## config.mk

```make
export PLATFORM = sky130hd
export DESIGN_NAME = equeue_gen
export DESIGN_NICKNAME = d
export VERILOG_FILES = /design/src/rtl/equeue_gen.sv
export SDC_FILE = /design/constraint.sdc
export NUM_CORES = 1
export LEC_CHECK = 0
export ABC_AREA = 1
export CAP_MARGIN = 20
export CORE_ASPECT_RATIO = 1.2
export CORE_UTILIZATION = 30
export DETAILED_ROUTE_END_ITERATION = 7
export DONT_BUFFER_PORTS = 1
export PLACE_DENSITY = 0.54
export SETUP_SLACK_MARGIN = 0.5
export SYNTH_ARGS = -nofsm -noshare
export SYNTH_HDL_FRONTEND = slang
export SYNTH_SLANG_ARGS = --single-unit
```

## constraint.sdc

```tcl
create_clock -name clk -period 4.15 [get_ports clk]
set_clock_uncertainty 0.1 [all_clocks]
set_input_delay 0.6225 -clock clk [delete_from_list [all_inputs] [get_ports clk]]
set_output_delay 0.6225 -clock clk [all_outputs]
set_load 0.01 [all_outputs]
```

## src/rtl/equeue_gen.sv

```systemverilog
// Issue queue: compacting age-ordered entries, CDB wakeup, oldest-ready select, flush.
// Optional CDB_DISPATCH_BYPASS_EN: capture same-cycle CDB results for operands being dispatched.
module equeue_gen #(
    parameter  int DEPTH    = 4,
    parameter  int OPCODE_W = 4,
    parameter  int TAG_W    = 6,
    parameter  int DATA_W   = 32,
    parameter  int NUM_CDB  = 1,
    localparam int CNT_W    = $clog2(DEPTH + 1)
) (
    input  logic                      clk,
    input  logic                      reset,
    input  logic                      dispatch_en,
    output logic                      dispatch_ready,
    input  logic [OPCODE_W-1:0]       dispatch_opcode,
    input  logic [TAG_W-1:0]          dispatch_rdtag,
    input  logic [TAG_W-1:0]          dispatch_rstag,
    input  logic [TAG_W-1:0]          dispatch_rttag,
    input  logic [DATA_W-1:0]         dispatch_rsdata,
    input  logic [DATA_W-1:0]         dispatch_rtdata,
    input  logic                      dispatch_rsvalid,
    input  logic                      dispatch_rtvalid,
    input  logic [NUM_CDB-1:0]        cdb_valid,
    input  logic [NUM_CDB*TAG_W-1:0]  cdb_tag,
    input  logic [NUM_CDB*DATA_W-1:0] cdb_data,
    input  logic                      flush,
    output logic                      issue_ready,
    output logic [OPCODE_W-1:0]       issue_opcode,
    output logic [TAG_W-1:0]          issue_rdtag,
    output logic [DATA_W-1:0]         issue_rsdata,
    output logic [DATA_W-1:0]         issue_rtdata,
    input  logic                      issue_done,
    output logic [CNT_W-1:0]          occupancy
);
    localparam int IDX_W = (DEPTH > 1) ? $clog2(DEPTH) : 1;

    logic [OPCODE_W-1:0] opcode_q [DEPTH], opcode_d [DEPTH];
    logic [TAG_W-1:0]    rdtag_q  [DEPTH], rdtag_d  [DEPTH];
    logic [TAG_W-1:0]    rstag_q  [DEPTH], rstag_d  [DEPTH];
    logic [TAG_W-1:0]    rttag_q  [DEPTH], rttag_d  [DEPTH];
    logic [DATA_W-1:0]   rsdata_q [DEPTH], rsdata_d [DEPTH];
    logic [DATA_W-1:0]   rtdata_q [DEPTH], rtdata_d [DEPTH];
    logic                rsv_q    [DEPTH], rsv_d    [DEPTH];
    logic                rtv_q    [DEPTH], rtv_d    [DEPTH];
    logic [CNT_W-1:0]    count_q, count_d;

    logic [DATA_W-1:0]   rsdata_w [DEPTH];
    logic [DATA_W-1:0]   rtdata_w [DEPTH];
    logic                rsv_w    [DEPTH];
    logic                rtv_w    [DEPTH];

    logic                sel_found;
    logic [IDX_W-1:0]    sel_idx;
    logic                issue_fire;
    logic                accept;
    logic [CNT_W-1:0]    widx;
    logic                d_rsv, d_rtv;
    logic [DATA_W-1:0]   d_rsdata, d_rtdata;

    // Wakeup view of every entry; descending port loop lets the lowest port win.
    always_comb begin
        for (int i = 0; i < DEPTH; i++) begin
            rsv_w[i]    = rsv_q[i];
            rtv_w[i]    = rtv_q[i];
            rsdata_w[i] = rsdata_q[i];
            rtdata_w[i] = rtdata_q[i];
            if (CNT_W'(i) < count_q) begin
                for (int k = NUM_CDB - 1; k >= 0; k--) begin
                    if (cdb_valid[k] && !rsv_q[i] && cdb_tag[k*TAG_W +: TAG_W] == rstag_q[i]) begin
                        rsv_w[i]    = 1'b1;
                        rsdata_w[i] = cdb_data[k*DATA_W +: DATA_W];
                    end
                    if (cdb_valid[k] && !rtv_q[i] && cdb_tag[k*TAG_W +: TAG_W] == rttag_q[i]) begin
                        rtv_w[i]    = 1'b1;
                        rtdata_w[i] = cdb_data[k*DATA_W +: DATA_W];
                    end
                end
            end
        end
    end

    always_comb begin
        sel_found = 1'b0;
        sel_idx   = '0;
        for (int i = DEPTH - 1; i >= 0; i--) begin
            if (CNT_W'(i) < count_q && rsv_q[i] && rtv_q[i]) begin
                sel_found = 1'b1;
                sel_idx   = IDX_W'(i);
            end
        end
    end

    assign issue_ready    = sel_found;
    assign issue_opcode   = sel_found ? opcode_q[sel_idx] : '0;
    assign issue_rdtag    = sel_found ? rdtag_q[sel_idx]  : '0;
    assign issue_rsdata   = sel_found ? rsdata_q[sel_idx] : '0;
    assign issue_rtdata   = sel_found ? rtdata_q[sel_idx] : '0;
    assign dispatch_ready = (count_q < CNT_W'(DEPTH));
    assign occupancy      = count_q;
    assign issue_fire     = issue_done && sel_found;
    assign accept         = dispatch_en && dispatch_ready;

    always_comb begin
        d_rsv    = dispatch_rsvalid;
        d_rtv    = dispatch_rtvalid;
        d_rsdata = dispatch_rsdata;
        d_rtdata = dispatch_rtdata;
`ifdef CDB_DISPATCH_BYPASS_EN
        for (int k = NUM_CDB - 1; k >= 0; k--) begin
            if (cdb_valid[k] && !dispatch_rsvalid && cdb_tag[k*TAG_W +: TAG_W] == dispatch_rstag) begin
                d_rsv    = 1'b1;
                d_rsdata = cdb_data[k*DATA_W +: DATA_W];
            end
            if (cdb_valid[k] && !dispatch_rtvalid && cdb_tag[k*TAG_W +: TAG_W] == dispatch_rttag) begin
                d_rtv    = 1'b1;
                d_rtdata = cdb_data[k*DATA_W +: DATA_W];
            end
        end
`endif
    end

    // Shift entries above the issued one down, then drop the new op into the first free slot.
    always_comb begin
        int src;
        widx    = count_q - CNT_W'(issue_fire);
        count_d = count_q + CNT_W'(accept) - CNT_W'(issue_fire);
        for (int i = 0; i < DEPTH; i++) begin
            src = (issue_fire && i >= int'(sel_idx)) ? i + 1 : i;
            if (src < DEPTH) begin
                opcode_d[i] = opcode_q[IDX_W'(src)];
                rdtag_d[i]  = rdtag_q[IDX_W'(src)];
                rstag_d[i]  = rstag_q[IDX_W'(src)];
                rttag_d[i]  = rttag_q[IDX_W'(src)];
                rsdata_d[i] = rsdata_w[IDX_W'(src)];
                rtdata_d[i] = rtdata_w[IDX_W'(src)];
                rsv_d[i]    = rsv_w[IDX_W'(src)];
                rtv_d[i]    = rtv_w[IDX_W'(src)];
            end else begin
                opcode_d[i] = opcode_q[i];
                rdtag_d[i]  = rdtag_q[i];
                rstag_d[i]  = rstag_q[i];
                rttag_d[i]  = rttag_q[i];
                rsdata_d[i] = rsdata_q[i];
                rtdata_d[i] = rtdata_q[i];
                rsv_d[i]    = 1'b0;
                rtv_d[i]    = 1'b0;
            end
            if (accept && CNT_W'(i) == widx) begin
                opcode_d[i] = dispatch_opcode;
                rdtag_d[i]  = dispatch_rdtag;
                rstag_d[i]  = dispatch_rstag;
                rttag_d[i]  = dispatch_rttag;
                rsdata_d[i] = d_rsdata;
                rtdata_d[i] = d_rtdata;
                rsv_d[i]    = d_rsv;
                rtv_d[i]    = d_rtv;
            end
            if (flush) begin
                rsv_d[i] = 1'b0;
                rtv_d[i] = 1'b0;
            end
        end
        if (flush) count_d = '0;
    end

    always_ff @(posedge clk or negedge reset) begin
        if (!reset) begin
            count_q <= '0;
            for (int i = 0; i < DEPTH; i++) begin
                opcode_q[i] <= '0;
                rdtag_q[i]  <= '0;
                rstag_q[i]  <= '0;
                rttag_q[i]  <= '0;
                rsdata_q[i] <= '0;
                rtdata_q[i] <= '0;
                rsv_q[i]    <= 1'b0;
                rtv_q[i]    <= 1'b0;
            end
        end else begin
            count_q  <= count_d;
            opcode_q <= opcode_d;
            rdtag_q  <= rdtag_d;
            rstag_q  <= rstag_d;
            rttag_q  <= rttag_d;
            rsdata_q <= rsdata_d;
            rtdata_q <= rtdata_d;
            rsv_q    <= rsv_d;
            rtv_q    <= rtv_d;
        end
    end
endmodule
```

==> impl_metrics.env <==
export IMPL_outcome="complete, but fails checks"
export IMPL_violations="negative hold slack"
export IMPL_clock_sinks=355
export IMPL_fin_nets=4145
export IMPL_timing_critical_path_buf_inv=5
export IMPL_grtUsageTotal_pct=26.63
export IMPL_grt_overflow_total=0
export IMPL_clockBufferDepth=3
export IMPL_drt_met1_wl_um=46390
export IMPL_yosysSeqAreaShare_pct=34.84
export IMPL_postCtsHoldBufs=27
export IMPL_final_core_util_pct=34.73
export IMPL_synthCells=4121
export IMPL_numCtsBuffers=44
export IMPL_required_ns=3.43
export IMPL_final_common_cell="nand2_1"
export IMPL_powerDensity_nw_per_um2=622.9
export IMPL_multiInputGateArea_um2=14130
export IMPL_antenna_found_initial=2
export IMPL_clk_pin_slew_ns=0.06
export IMPL_die_area_um2=86170
export IMPL_power_leakage_nw=15.25
export IMPL_cts_tree="built"
export IMPL_timing_hold_ws_ns=-0.3291
export IMPL_hold_path_class="in2async"
export IMPL_avgSynthCellArea_um2=6.188
export IMPL_power_total_mw=18.11
export IMPL_dr_pass1_iters=6
export IMPL_worst_pin_slew_ns=1.203
export IMPL_met2_length_um=55660
export IMPL_ys_warn_count=0
export IMPL_worst_path_max_delay_cell="dfrtp_2"
export IMPL_fin_setup_tns_ns=0
export IMPL_final_hold_viol_count=355
export IMPL_crit_chain="inv_2 -> ha_4 -> inv_2 -> nand3_1 -> nand2_2 -> inv_2 -> nand2_4 -> buf_16 -> nand3_1 -> a21oi_2 -> buf_4"
export IMPL_slowest_delay_ns=0.46
export IMPL_grt_max_degree=356
export IMPL_postSynth_asyncResetShare_pct=100.0
export IMPL_timing_worst_setup_path_type="reg2out"
export IMPL_synth_seq_cells=355
export IMPL_gp_congestion=0.8506
export IMPL_route_detailed_wl_per_inst_um=22.40
export IMPL_path_delay_family="buffers and inverters"
export IMPL_setup_viol=0
export IMPL_fin_crit_ns=3.626
export IMPL_die_w_um=268.1
export IMPL_clkLatencyLatePin_ns=0.61
export IMPL_rows=116
export IMPL_top_layer_used="met4"
export IMPL_synth_ff_type="dfrtp_1"
export IMPL_via_count=27548
export IMPL_postPlaceCellArea_um2=26720
export IMPL_route_met3_wl_um=8713
export IMPL_start_kind="register"
export IMPL_coreArea_um2=83750
export IMPL_htreeDepth=2
export IMPL_die_h_um=321.4
export IMPL_final_cell_mix="nand2_1 (1652), nand3_1 (981), inv_1 (390), dfrtp_1 (353), o211ai_1 (131)"
export IMPL_synth_cell_types=31
export IMPL_io_pins=211
export IMPL_area_growth_pct=14.05
export IMPL_maxCapViolations=0
export IMPL_clock_fmax_ghz=0.2758
export IMPL_drive_above_1_share_pct=7.005
export IMPL_slew_violations=0
export IMPL_initial_utilization_pct=30.45
export IMPL_rsz0062_at_grt="true"
export IMPL_synth_edf_count=0
export IMPL_cp_arrival_ns=2.90
export IMPL_wl_um=115600
export IMPL_crit_path_max_fanout=42
export IMPL_grt_pass1_wl_um=172000
export IMPL_grt_pass1_vias=26568
export IMPL_io_buffers=0
export IMPL_nFillCells=9187
export IMPL_finalCritPeriodShare_pct=87.38
export IMPL_worst_slew_margin_rel_pct=19.54
export IMPL_crit_path_end_kind="output pin"
export IMPL_seqCellArea_um2=8889
export IMPL_fin_area_um2=29080
export IMPL_cts_root_buf="clkbuf_16"
export IMPL_via_per_inst=5.337
export IMPL_syn_nets=4258
export IMPL_drc=0
export IMPL_postRouteAntennaNets=0
export IMPL_syn_area_um2=25500
export IMPL_dp_hpwl_um=65990
export IMPL_peakVddDrop_v=0.0003127
export IMPL_drt_initial_drc_count=2611
export IMPL_crit_path_frequent_cell="inv_2"
[path summary, 6_finish.rpt]
kind / from / endpoint / slack [ns] / cells past startpoint
setup / recovery: occupancy[1] / issue_rtdata[31] / 0.52 / 11
hold / removal: reset / rsdata_q[19] / -0.33 / 0
setup reg to reg: occupancy[1] / rtdata_q[29] / 0.58 / 15
hold reg to reg: opcode_q[8] / opcode_q[8] / 0.41 / 2
max in group asynchronous: reset / occupancy[0] / 3.44 / 0
min in group clk: dispatch_rsdata[8] / rsdata_q[40] / 0.03 / 2
[registers in the layout, indices dropped and copies added, names as in the netlist]
name and flops:
occupancy 3, opcode_q 16, rdtag_q 24, rsdata_q 128, rstag_q 24, rsv_q 4
rtdata_q 128, rttag_q 24, rtv_q 4
[stage by stage]
| step | setup slack (ns) | cells |
|---|---|---|
| after floorplan | 1.002 | 4121 |
| after global placement | 0.4160 | 5043 |
| after detailed placement | 0.3573 | 5043 |
| after CTS | 0.5057 | 5159 |
| after global routing | 0.4602 | 5162 |
| final | 0.5239 | 5162 |
[logic make-up (layout without fill, tap and decap cells)]
logic type / Yosys count / in the layout / synth area share, %
flip-flops: 355 / 355 / 34.84
buffers and inverters: 699 / 618 / 11.37
AO/OA/AOI/OAI: 259 / 259 / 6.585
adder cells (fa/ha/maj): 5 / 5 / 0.2748
XOR/XNOR: 22 / 22 / 0.7557
AND/OR/NAND/NOR: 2781 / 2781 / 46.17
other: 0 / 1 / 0
[what timing repair did]
action / 4_1_cts / 5_1_grt
cloned: 7 / 0
hold endpoints to repair: 412 / 355
pin swaps: 3 / 2
setup buffers: 4 / 2
gates resized for setup: 39 / 43
endpoints found under the setup margin: 200 / 189
[worst register-to-register path, stage by stage (launching register included)]
cell and delay (ns):
dfrtp_2 0.47, inv_2 0.12, ha_4 0.17, nand2_1 0.10, nand2_4 0.18, nand2_2 0.09
inv_2 0.12, nand3_2 0.19, nand3_2 0.20, inv_1 0.06, ha_1 0.32, nor3_4 0.30
inv_2 0.06, buf_4 0.40, o211ai_1 0.42, nand3_1 0.12
[area by class of cell]
class | count | share of cell area (%)
diodes | 1 | 0.008605
clock buffers | 67 | 4.466
clock inverters | 11 | 0.5679
inverters | 407 | 5.356
multi-input cells | 3067 | 48.60
flip-flops and latches | 355 | 30.56
well taps | 1121 | 4.823
repair buffers | 133 | 5.610
[synthesized netlist by cell type, types with 4 or more instances]
cell type / n / area [um2]
nand4_1: 5 / 31.28
nand2_1: 1663 / 6242
buf_4: 13 / 97.59
ha_1: 4 / 50.05
nand3_1: 983 / 4920
o2111ai_1: 10 / 87.58
inv_1: 394 / 1479
buf_1: 16 / 60.06
a21oi_1: 79 / 395.4
o21ai_0: 36 / 180.2
o211ai_1: 131 / 983.4
nand3_2: 6 / 60.06
buf_2: 158 / 790.8
dfrtp_1: 355 / 8884
nand2_2: 6 / 37.54
clkbuf_1: 101 / 379.1
buf_6: 4 / 45.04
nor2_1: 108 / 405.4
xnor2_1: 19 / 166.4
inv_2: 12 / 45.04
[power by group]
| group | switching [mW] | leakage, nW | internal [mW] |
|---|---|---|---|
| clock | 1.70 | 0.716 | 2.40 |
| sequential | 0.796 | 4.24 | 5.13 |
| combinational | 5.39 | 10.3 | 2.69 |
[metal layers]
layer	vias up	track usage (%)
li1	12991	-
met4	0	12.11
met3	258	5.030
met2	1138	44.96
met5	-	0
met1	13161	32.54
Note: power is estimated with default switching activity, not from simulation.
